==> config.mk <==
export PLATFORM = sky130hd
export DESIGN_NAME = sort_data_server
export DESIGN_NICKNAME = d
export VERILOG_FILES = /design/src/rtl/sort_data_server.sv
export SDC_FILE = /design/constraint.sdc
export NUM_CORES = 1
export LEC_CHECK = 0
export ABC_AREA = 1
export BUFFER_PORTS_ARGS = -buffer_cell sky130_fd_sc_hd__clkbuf_2
export CAP_MARGIN = 20
export CORE_MARGIN = 1
export CORE_UTILIZATION = 45
export DETAILED_ROUTE_END_ITERATION = 8
export SLEW_MARGIN = 20
export SYNTH_ARGS = -nofsm -noshare
export SYNTH_HDL_FRONTEND = slang
export SYNTH_SLANG_ARGS = --single-unit
==> constraint.sdc <==
create_clock -name CLOCK_50 -period 7.5 [get_ports CLOCK_50]
set_clock_uncertainty 0.1 [all_clocks]
set_input_delay 0.375 -clock CLOCK_50 [delete_from_list [all_inputs] [get_ports CLOCK_50]]
set_output_delay 0.375 -clock CLOCK_50 [all_outputs]
set_load 0.05 [all_outputs]
==> src/rtl/sort_data_server.sv <==
// Fitness store, population AND/OR, and ping-pong permutation banks serving the radix-sort sequencer.
// Optional build macro SORT_DESCENDING_EN inverts the queried gene bit so the final ranking is descending.
module sort_data_server #(
    parameter int         primaryInputCount = 8,
    parameter int         population        = 24,
    parameter logic [2:0] sort_controller   = 3'b001
) (
    input  logic                         CLOCK_50,
    input  logic                         reset,
    input  logic [2:0]                   state_controller,
    input  logic [3:0]                   state_sortFSM,
    input  logic [7:0]                   sortGeneCount,
    input  logic [7:0]                   sortBitCount,
    input  logic [7:0]                   sortedCounter,
    input  logic                         load_we,
    input  logic [7:0]                   load_index,
    input  logic [primaryInputCount+1:0] load_fitness,
    output logic                         gene,
    output logic [primaryInputCount+1:0] andAll,
    output logic [primaryInputCount+1:0] orAll,
    input  logic [7:0]                   rank_addr,
    output logic [7:0]                   rank_index,
    output logic                         sort_done,
    output logic                         load_err
);
    localparam int         W     = primaryInputCount + 2;
    localparam int         IDX_W = (population > 1) ? $clog2(population) : 1;
    localparam int         BIT_W = $clog2(W);
    localparam logic [7:0] POP8  = 8'(population);
    localparam logic [7:0] W8    = 8'(W);

    localparam logic [3:0] SFSM_INIT    = 4'd0;
    localparam logic [3:0] SFSM_ADVANCE = 4'd5;
    localparam logic [3:0] SFSM_PLACE0  = 4'd6;
    localparam logic [3:0] SFSM_PLACE1  = 4'd7;
    localparam logic [3:0] SFSM_DONE    = 4'd8;

    typedef logic [7:0] idx_t;

    logic [W-1:0] r_fitness [population];
    idx_t         r_bank    [2][population];
    logic         r_bank_sel;
    logic         r_dirty;
    logic         r_sort_done;
    logic         r_load_err;
    logic [W-1:0] r_and_all;
    logic [W-1:0] r_or_all;

    logic             w_sorting;
    logic             w_src_ok;
    logic             w_dst_ok;
    logic             w_gene_ok;
    logic             w_bit;
    logic [IDX_W-1:0] w_src_pos;
    logic [IDX_W-1:0] w_dst_pos;
    idx_t             w_src_gene;
    logic [W-1:0]     w_and;
    logic [W-1:0]     w_or;

    assign w_sorting = (state_controller == sort_controller);

    // Source bank is read combinationally: the sorter samples gene the cycle after moving its pointers.
    always_comb begin
        w_src_ok   = (sortGeneCount < POP8);
        w_dst_ok   = (sortedCounter < POP8);
        w_src_pos  = sortGeneCount[IDX_W-1:0];
        w_dst_pos  = sortedCounter[IDX_W-1:0];
        w_src_gene = w_src_ok ? r_bank[r_bank_sel][w_src_pos] : '0;
        w_gene_ok  = w_src_ok && (sortBitCount < W8) && (w_src_gene < POP8);
        w_bit      = 1'b0;
        if (w_gene_ok) begin
            w_bit = r_fitness[w_src_gene[IDX_W-1:0]][sortBitCount[BIT_W-1:0]];
        end
    end

`ifdef SORT_DESCENDING_EN
    assign gene = w_gene_ok & ~w_bit;
`else
    assign gene = w_gene_ok & w_bit;
`endif

    always_comb begin
        w_and = '1;
        w_or  = '0;
        for (int i = 0; i < population; i++) begin
            w_and = w_and & r_fitness[i];
            w_or  = w_or  | r_fitness[i];
        end
    end

    assign rank_index = (rank_addr < POP8) ? r_bank[r_bank_sel][rank_addr[IDX_W-1:0]] : '0;
    assign andAll     = r_and_all;
    assign orAll      = r_or_all;
    assign sort_done  = r_sort_done;
    assign load_err   = r_load_err;

    always_ff @(posedge CLOCK_50) begin
        if (reset) begin
            // NOTE: fitness and bank arrays are reset explicitly; a reset mid-sort must leave identity ranks and zero fitness.
            for (int i = 0; i < population; i++) begin
                r_fitness[i] <= '0;
                r_bank[0][i] <= idx_t'(i);
                r_bank[1][i] <= idx_t'(i);
            end
            r_bank_sel  <= 1'b0;
            r_dirty     <= 1'b0;
            r_sort_done <= 1'b0;
            r_load_err  <= 1'b0;
            r_and_all   <= '0;
            r_or_all    <= '0;
        end else begin
            r_and_all   <= w_and;
            r_or_all    <= w_or;
            r_sort_done <= w_sorting && (state_sortFSM == SFSM_DONE);
            if (w_sorting) begin
                case (state_sortFSM)
                    SFSM_INIT: begin
                        for (int i = 0; i < population; i++) begin
                            r_bank[0][i] <= idx_t'(i);
                            r_bank[1][i] <= idx_t'(i);
                        end
                        r_bank_sel <= 1'b0;
                        r_dirty    <= 1'b0;
                    end
                    SFSM_PLACE0, SFSM_PLACE1: begin
                        if (w_src_ok && w_dst_ok) begin
                            r_bank[~r_bank_sel][w_dst_pos] <= w_src_gene;
                        end
                        r_dirty <= 1'b1;
                    end
                    SFSM_ADVANCE: begin
                        // A skipped (uniform) bit placed nothing, so the source ordering stays put.
                        if (r_dirty) begin
                            r_bank_sel <= ~r_bank_sel;
                        end
                        r_dirty <= 1'b0;
                    end
                    default: ;
                endcase
            end else if (load_we) begin
                if (load_index < POP8) begin
                    r_fitness[load_index[IDX_W-1:0]] <= load_fitness;
                end else begin
                    r_load_err <= 1'b1;
                end
            end
        end
    end

endmodule

==> results of run 1 <==
-- Yosys cell counts (all sizes together) --
library cell	instances
a31oi	1
mux2i	92
a211oi	1
or4	7
o41ai	3
o311ai	10
o22ai	2
o21ai	70
clkinv	5
nand4	61
inv	126
a21oi	39
nor3	33
nor2	601
and2	2
a32o	1
or2	26
o211ai	56
nor4	64
nand2	889
conb	1
a2111o	1
edfxtp	704
and3	3
nand3b	2
o31ai	2
buf	167
nor4b	1
dfxtp	25
or3b	1
nand3	720
o221ai	3
o2111ai	1
clkbuf	110
-- through the flow --
step,std cells,cell area (um^2)
6_report,4970,39800
5_1_grt,4970,39800
4_1_cts,4969,39800
3_5_place_dp,4813,37200
3_3_place_gp,4813,37200
2_1_floorplan,3909,36300
-- kinds of logic after synthesis --
logic type             after synthesis  share of synthesized area
AOI/OAI and AO/OA                  190                     0.0327
buffers and inverters              408                     0.0517
DFF                                729                      0.600
other                                1                   0.000104
and+or+nand+nor                   2410                      0.290
muxes                               92                     0.0255
-- registers in the layout, indices dropped and copies added (netlist names), named ones only --
signal,cells
r_bank,384
andAll,10
load_err,1
r_fitness,320
orAll,10
sort_done,1
r_bank_sel,1
r_dirty,1
-- layout make-up --
class / count / area [um^2]
Antenna cell: 1 / 2.50
Clock buffer: 100 / 2120
Clock inverter: 46 / 409
Fill cell: 7430 / 39300
Inverter: 131 / 500
Multi-Input combinational cell: 2772 / 12900
Sequential cell: 729 / 21600
Tap cell: 1050 / 1310
Timing Repair Buffer: 141 / 915
-- routing by layer --
metal	GRT usage	vias to the layer above	part of all wire
met1	0.382	14003	0.40
met2	0.446	1538	0.47
li1	-	13323	-
met4	0.116	4	0.040
met3	0.0434	263	0.089
met5	0	-	0.00025
-- power breakdown --
group          total [mW]  internal [mW]  leakage [nW]  switching, mW
Clock                3.89           2.24          1.23           1.64
Combinational       0.687          0.165          6.02          0.522
Sequential           4.71           4.62          6.87         0.0914
-- worst min-delay path by stage --
stage | endpoint | slack (ps) | cells after the start
after floorplan | load_err | 350 | 1
after global placement | load_err | 360 | 2
after detailed placement | load_err | 360 | 2
after CTS | r_fitness[31][4] | 8 | 1
after global routing | r_fitness[29][4] | 20 | 1
final | r_fitness[27][4] | 30 | 1
-- critical path, stage by stage, from the launching register on --
cell      delay (ps)
dfxtp_4          400
inv_4            530
buf_4            470
o21ai_1          140
nand2_1           80
o211ai_1          90
nand3_1          150
nand3_1          230
nand2_4          190
nand2_8          260
inv_2            800
buf_4            370
nand2_1           90
nand3_1           70
nand3_1           80
nand3_1          130
nand3_1          110
nand3_1          100
nand3_1          170
nand2_1          110
nand2_1           60
a21oi_1          380
buf_12           200
==> impl_metrics.json, run 1 <==
{
  "htreeDepth": 3,
  "io_pins": 91,
  "status": "finished, final reports clean",
  "clkTransAtPathRegs_ps": 60,
  "start_util": 0.456,
  "ys_seq_elements": 729,
  "final_util": 0.503,
  "irDropWorstVdd_v": 0.000196,
  "cts_resized": 0,
  "cts_tree": "yes",
  "viasPerCell": 5.86,
  "whs_ps": 31.0,
  "path_class": "flop to output port",
  "cap_viol_max_count": 0,
  "worst_pin_slew_ps": 1100,
  "hold_violations": 0,
  "syn-mean-instance-area_um2": 9.41,
  "drt-pass1-iter-count": 7,
  "max-clock-path-buffers": 3,
  "cp.required_ps": 7030,
  "grt-ovfl-total": 0,
  "preCtsSetupSlack_ps": 1960,
  "synthCells": 3830,
  "worst_setup_path_end_kind": "output port",
  "area_growth_pct": 10.4,
  "port_buffers": 90,
  "hp-start": "load_fitness[4]",
  "rows": 103,
  "slew_violations": 0,
  "dp_hpwl_um": 73900,
  "numCtsBuffers": 80,
  "worstPathArrival_ps": 5910,
  "grt_pass1_vias": 27182,
  "grt_pass1_wl_um": 171000,
  "vias": 29131,
  "finalCriticalPeriod_ps": 6390,
  "dr.first_iter.drc_count": 3940,
  "tns_ps": 0,
  "ys_types": 44,
  "fmax_ghz": 0.157,
  "rr_worst_depth": 14,
  "synth_area_um2": 36100,
  "clock-sinks": 729,
  "final_common_cell": "nand2_1",
  "reg2reg_to": "r_bank[0][36]",
  "setup_violations": 0,
  "die_h_um": 285,
  "final_cell_mix": "883 x nand2_1, 720 x nand3_1, 704 x edfxtp_1",
  "crit_path_max_fanout": 59,
  "post-cts-setup-buffer-count": 0,
  "die-area_um2": 81300,
  "wl_per_cell_um": 23.3,
  "fin_nets": 3915,
  "final.setup.worst_slack_ps": 1110,
  "hp-class": "primary input to flop",
  "wl_um": 116000,
  "min_period_over_period": 0.851,
  "power_mw": 9.29,
  "worstSetupStartpointType": "flop",
  "core-area_um2": 79100,
  "synth_top_area_share": 0.586,
  "power.density_nw_per_um2": 233,
  "grt_max_degree": 118,
  "postCtsHoldBufs": 10,
  "clkLatencyLatePin_ps": 630,
  "yosysSeqAreaShare": 0.600,
  "cp-endpoint": "gene",
  "ys_top_cells_by_area": "edfxtp_1 59%, nand3_1 10%, nand2_1 9.2%, nor2_1 6.3%, mux2i_1 2.6%",
  "yosysWarnings": 0,
  "ff2ff_setup_slack_ps": 3090,
  "yosysTopAreaCell": "edfxtp_1",
  "ant_nets": 0,
  "drive_gt1_frac": 0.0735,
  "place_congestion": 0.948,
  "leakage_nw": 14.1,
  "relSlewSlack": 0.258,
  "drc": 0,
  "die_w_um": 285,
  "root_buffer": "clkbuf_16",
  "rsz0062_at_grt": "no",
  "antenna_found_initial": 4,
  "track_usage": 0.280
}
No activity file was read; power rests on OpenSTA's default activity.
==> inputs of run 2 (changes only) <==
BUFFER_PORTS_ARGS = unset   (was -buffer_cell sky130_fd_sc_hd__clkbuf_2)
DONT_BUFFER_PORTS = 1   (was unset)
==> run 2 against run 1 <==
- the flow now finishes with violations (hold timing)
- critical path type unchanged
- sequential share of layout area increased by 0.37 points
- fmax decreased by 3.9%
- design area decreased by 0.68%
- critical path depth increased by 3
- sequential power about the same
- power increased by 1.5%
- worst hold slack got worse by 52 ps
==> impl_metrics.json, run 2 (synthesized netlist as in run 1, its figures left out) <==
{
  "crit_path_max_fanout": 106,
  "worst_setup_path_end_kind": "output port",
  "grt_max_degree": 122,
  "die-area_um2": 81300,
  "post-cts-setup-buffer-count": 0,
  "final_common_cell": "nand2_1",
  "min_period_over_period": 0.886,
  "ant_nets": 0,
  "p_seq_frac": 0.501,
  "fin_nets": 3823,
  "setup_violations": 0,
  "top_regs": "r_bank (384), r_fitness (320)",
  "p_clk_frac": 0.434,
  "drive_gt1_frac": 0.0543,
  "track_usage": 0.276,
  "clkLatencyLatePin_ps": 640,
  "irDropWorstVdd_v": 0.000171,
  "fmax_ghz": 0.151,
  "core-area_um2": 79100,
  "clkTransAtPathRegs_ps": 60,
  "numCtsBuffers": 79,
  "wl_per_cell_um": 23.3,
  "path_class": "flop to output port",
  "io_pins": 91,
  "internal_power_mw": 7.16,
  "start_util": 0.456,
  "htreeDepth": 3,
  "comb_power_share": 0.065,
  "worstPathArrival_ps": 6170,
  "viasPerCell": 5.86,
  "postCtsHoldBufs": 18,
  "wl_um": 114000,
  "hold_violations": 3,
  "grt-ovfl-total": 0,
  "largest_reg_flops": 384,
  "worst_pin_slew_ps": 1220,
  "status": "complete, but fails checks",
  "relSlewSlack": 0.192,
  "finalCriticalPeriod_ps": 6640,
  "sw_frac_of_total": 0.240,
  "vias": 28608,
  "die_w_um": 285,
  "tns_ps": 0,
  "power.density_nw_per_um2": 238,
  "rows": 103,
  "cts_resized": 0,
  "worstSetupStartpointType": "flop",
  "place_congestion": 0.908,
  "die_h_um": 285,
  "grt_pass1_wl_um": 170000,
  "multi_input_area_um2": 12900,
  "switchingPower_mw": 2.26,
  "drc": 0,
  "failed_checks": "hold timing",
  "power_mw": 9.43,
  "max-clock-path-buffers": 3,
  "hp-class": "primary input to flop",
  "antenna_found_initial": 1,
  "slew_violations": 0,
  "cp.required_ps": 7030,
  "grt_pass1_vias": 26496,
  "cts_tree": "yes",
  "cap_viol_max_count": 0,
  "port_buffers": 0,
  "whs_ps": -21.5,
  "area_growth_pct": 9.67,
  "n_antenna_cell": 0,
  "dp_hpwl_um": 72600,
  "clock-sinks": 729,
  "regArea_um2": 21600,
  "dr.first_iter.drc_count": 3886,
  "leakage_nw": 13.8,
  "rsz0062_at_grt": "no",
  "final_cell_mix": "883 x nand2_1, 720 x nand3_1, 704 x edfxtp_1",
  "root_buffer": "clkbuf_16",
  "nFillCells": 7348,
  "drt-pass1-iter-count": 6,
  "top_register": "r_bank"
}
run 2: critical path: stages (launching register included):
cell and delay [ps]:
dfxtp_4 460, inv_4 550, buf_12 310, nand2_1 110, nand3_1 80, nand3_1 120
nand3_1 80, nand3_1 140, nand2_1 110, nand2_1 100, nand2_4 320, nand2_8 510
inv_2 1000, nand2_1 130, nand3_1 110, nand3_1 90, nand3_1 120, nand3_1 80
nand3_1 110, nand2_1 70, nand2_1 60, nand2_1 50, inv_1 80, nand2_1 60
a21oi_1 270, buf_4 260
run 2: area by class of cell:
type,count,area share
sequential,729,0.547
multi-input combinational,2772,0.327
clock buffer,96,0.0551
tap,1050,0.0332
clock inverter,51,0.0132
inverter,131,0.0127
timing repair buffer,50,0.0116
run 2: path summary, 6_finish.rpt:
path,startpoint,to,slack (ps),cells past startpoint
worst min-delay path,state_sortFSM[3],flop,-20,3
worst max register to register,flop,r_bank[1][188],3160,13
worst max-delay path,flop,gene,860,25
worst min register to register,r_dirty,r_dirty,440,2
run 2: power by group through the flow:
stage | Combinational (mW) | Sequential (mW) | Clock [mW]
after global placement | 0.579 | 4.81 | 0
after CTS | 0.599 | 4.72 | 4.11
after floorplan | 0.433 | 4.77 | 0
after global routing | 0.662 | 4.74 | 4.25
after detailed placement | 0.582 | 4.81 | 0
final | 0.612 | 4.73 | 4.09
run 2: metrics by stage:
step,cells,cell area (um^2),setup WS (ps),hold slack [ps],util
detailed placement,4713,36600,1540,363,0.463
CTS,4878,39500,860,3.33,0.499
global placement,4713,36600,1540,357,0.463
floorplan,3909,36300,4000,347,-
finish,4879,39500,856,-21.5,0.500
global route,4879,39500,449,1.49,0.500
run 2: per-layer routing:
metal / routed length, um / part of all wire / GRT usage / vias to the layer above
met4: 4280 / 0.038 / 0.101 / 0
met3: 10300 / 0.091 / 0.0424 / 256
li1: - / - / - / 13121
met5: 0 / 0 / 0 / -
met2: 53400 / 0.47 / 0.447 / 1622
met1: 45600 / 0.40 / 0.377 / 13609
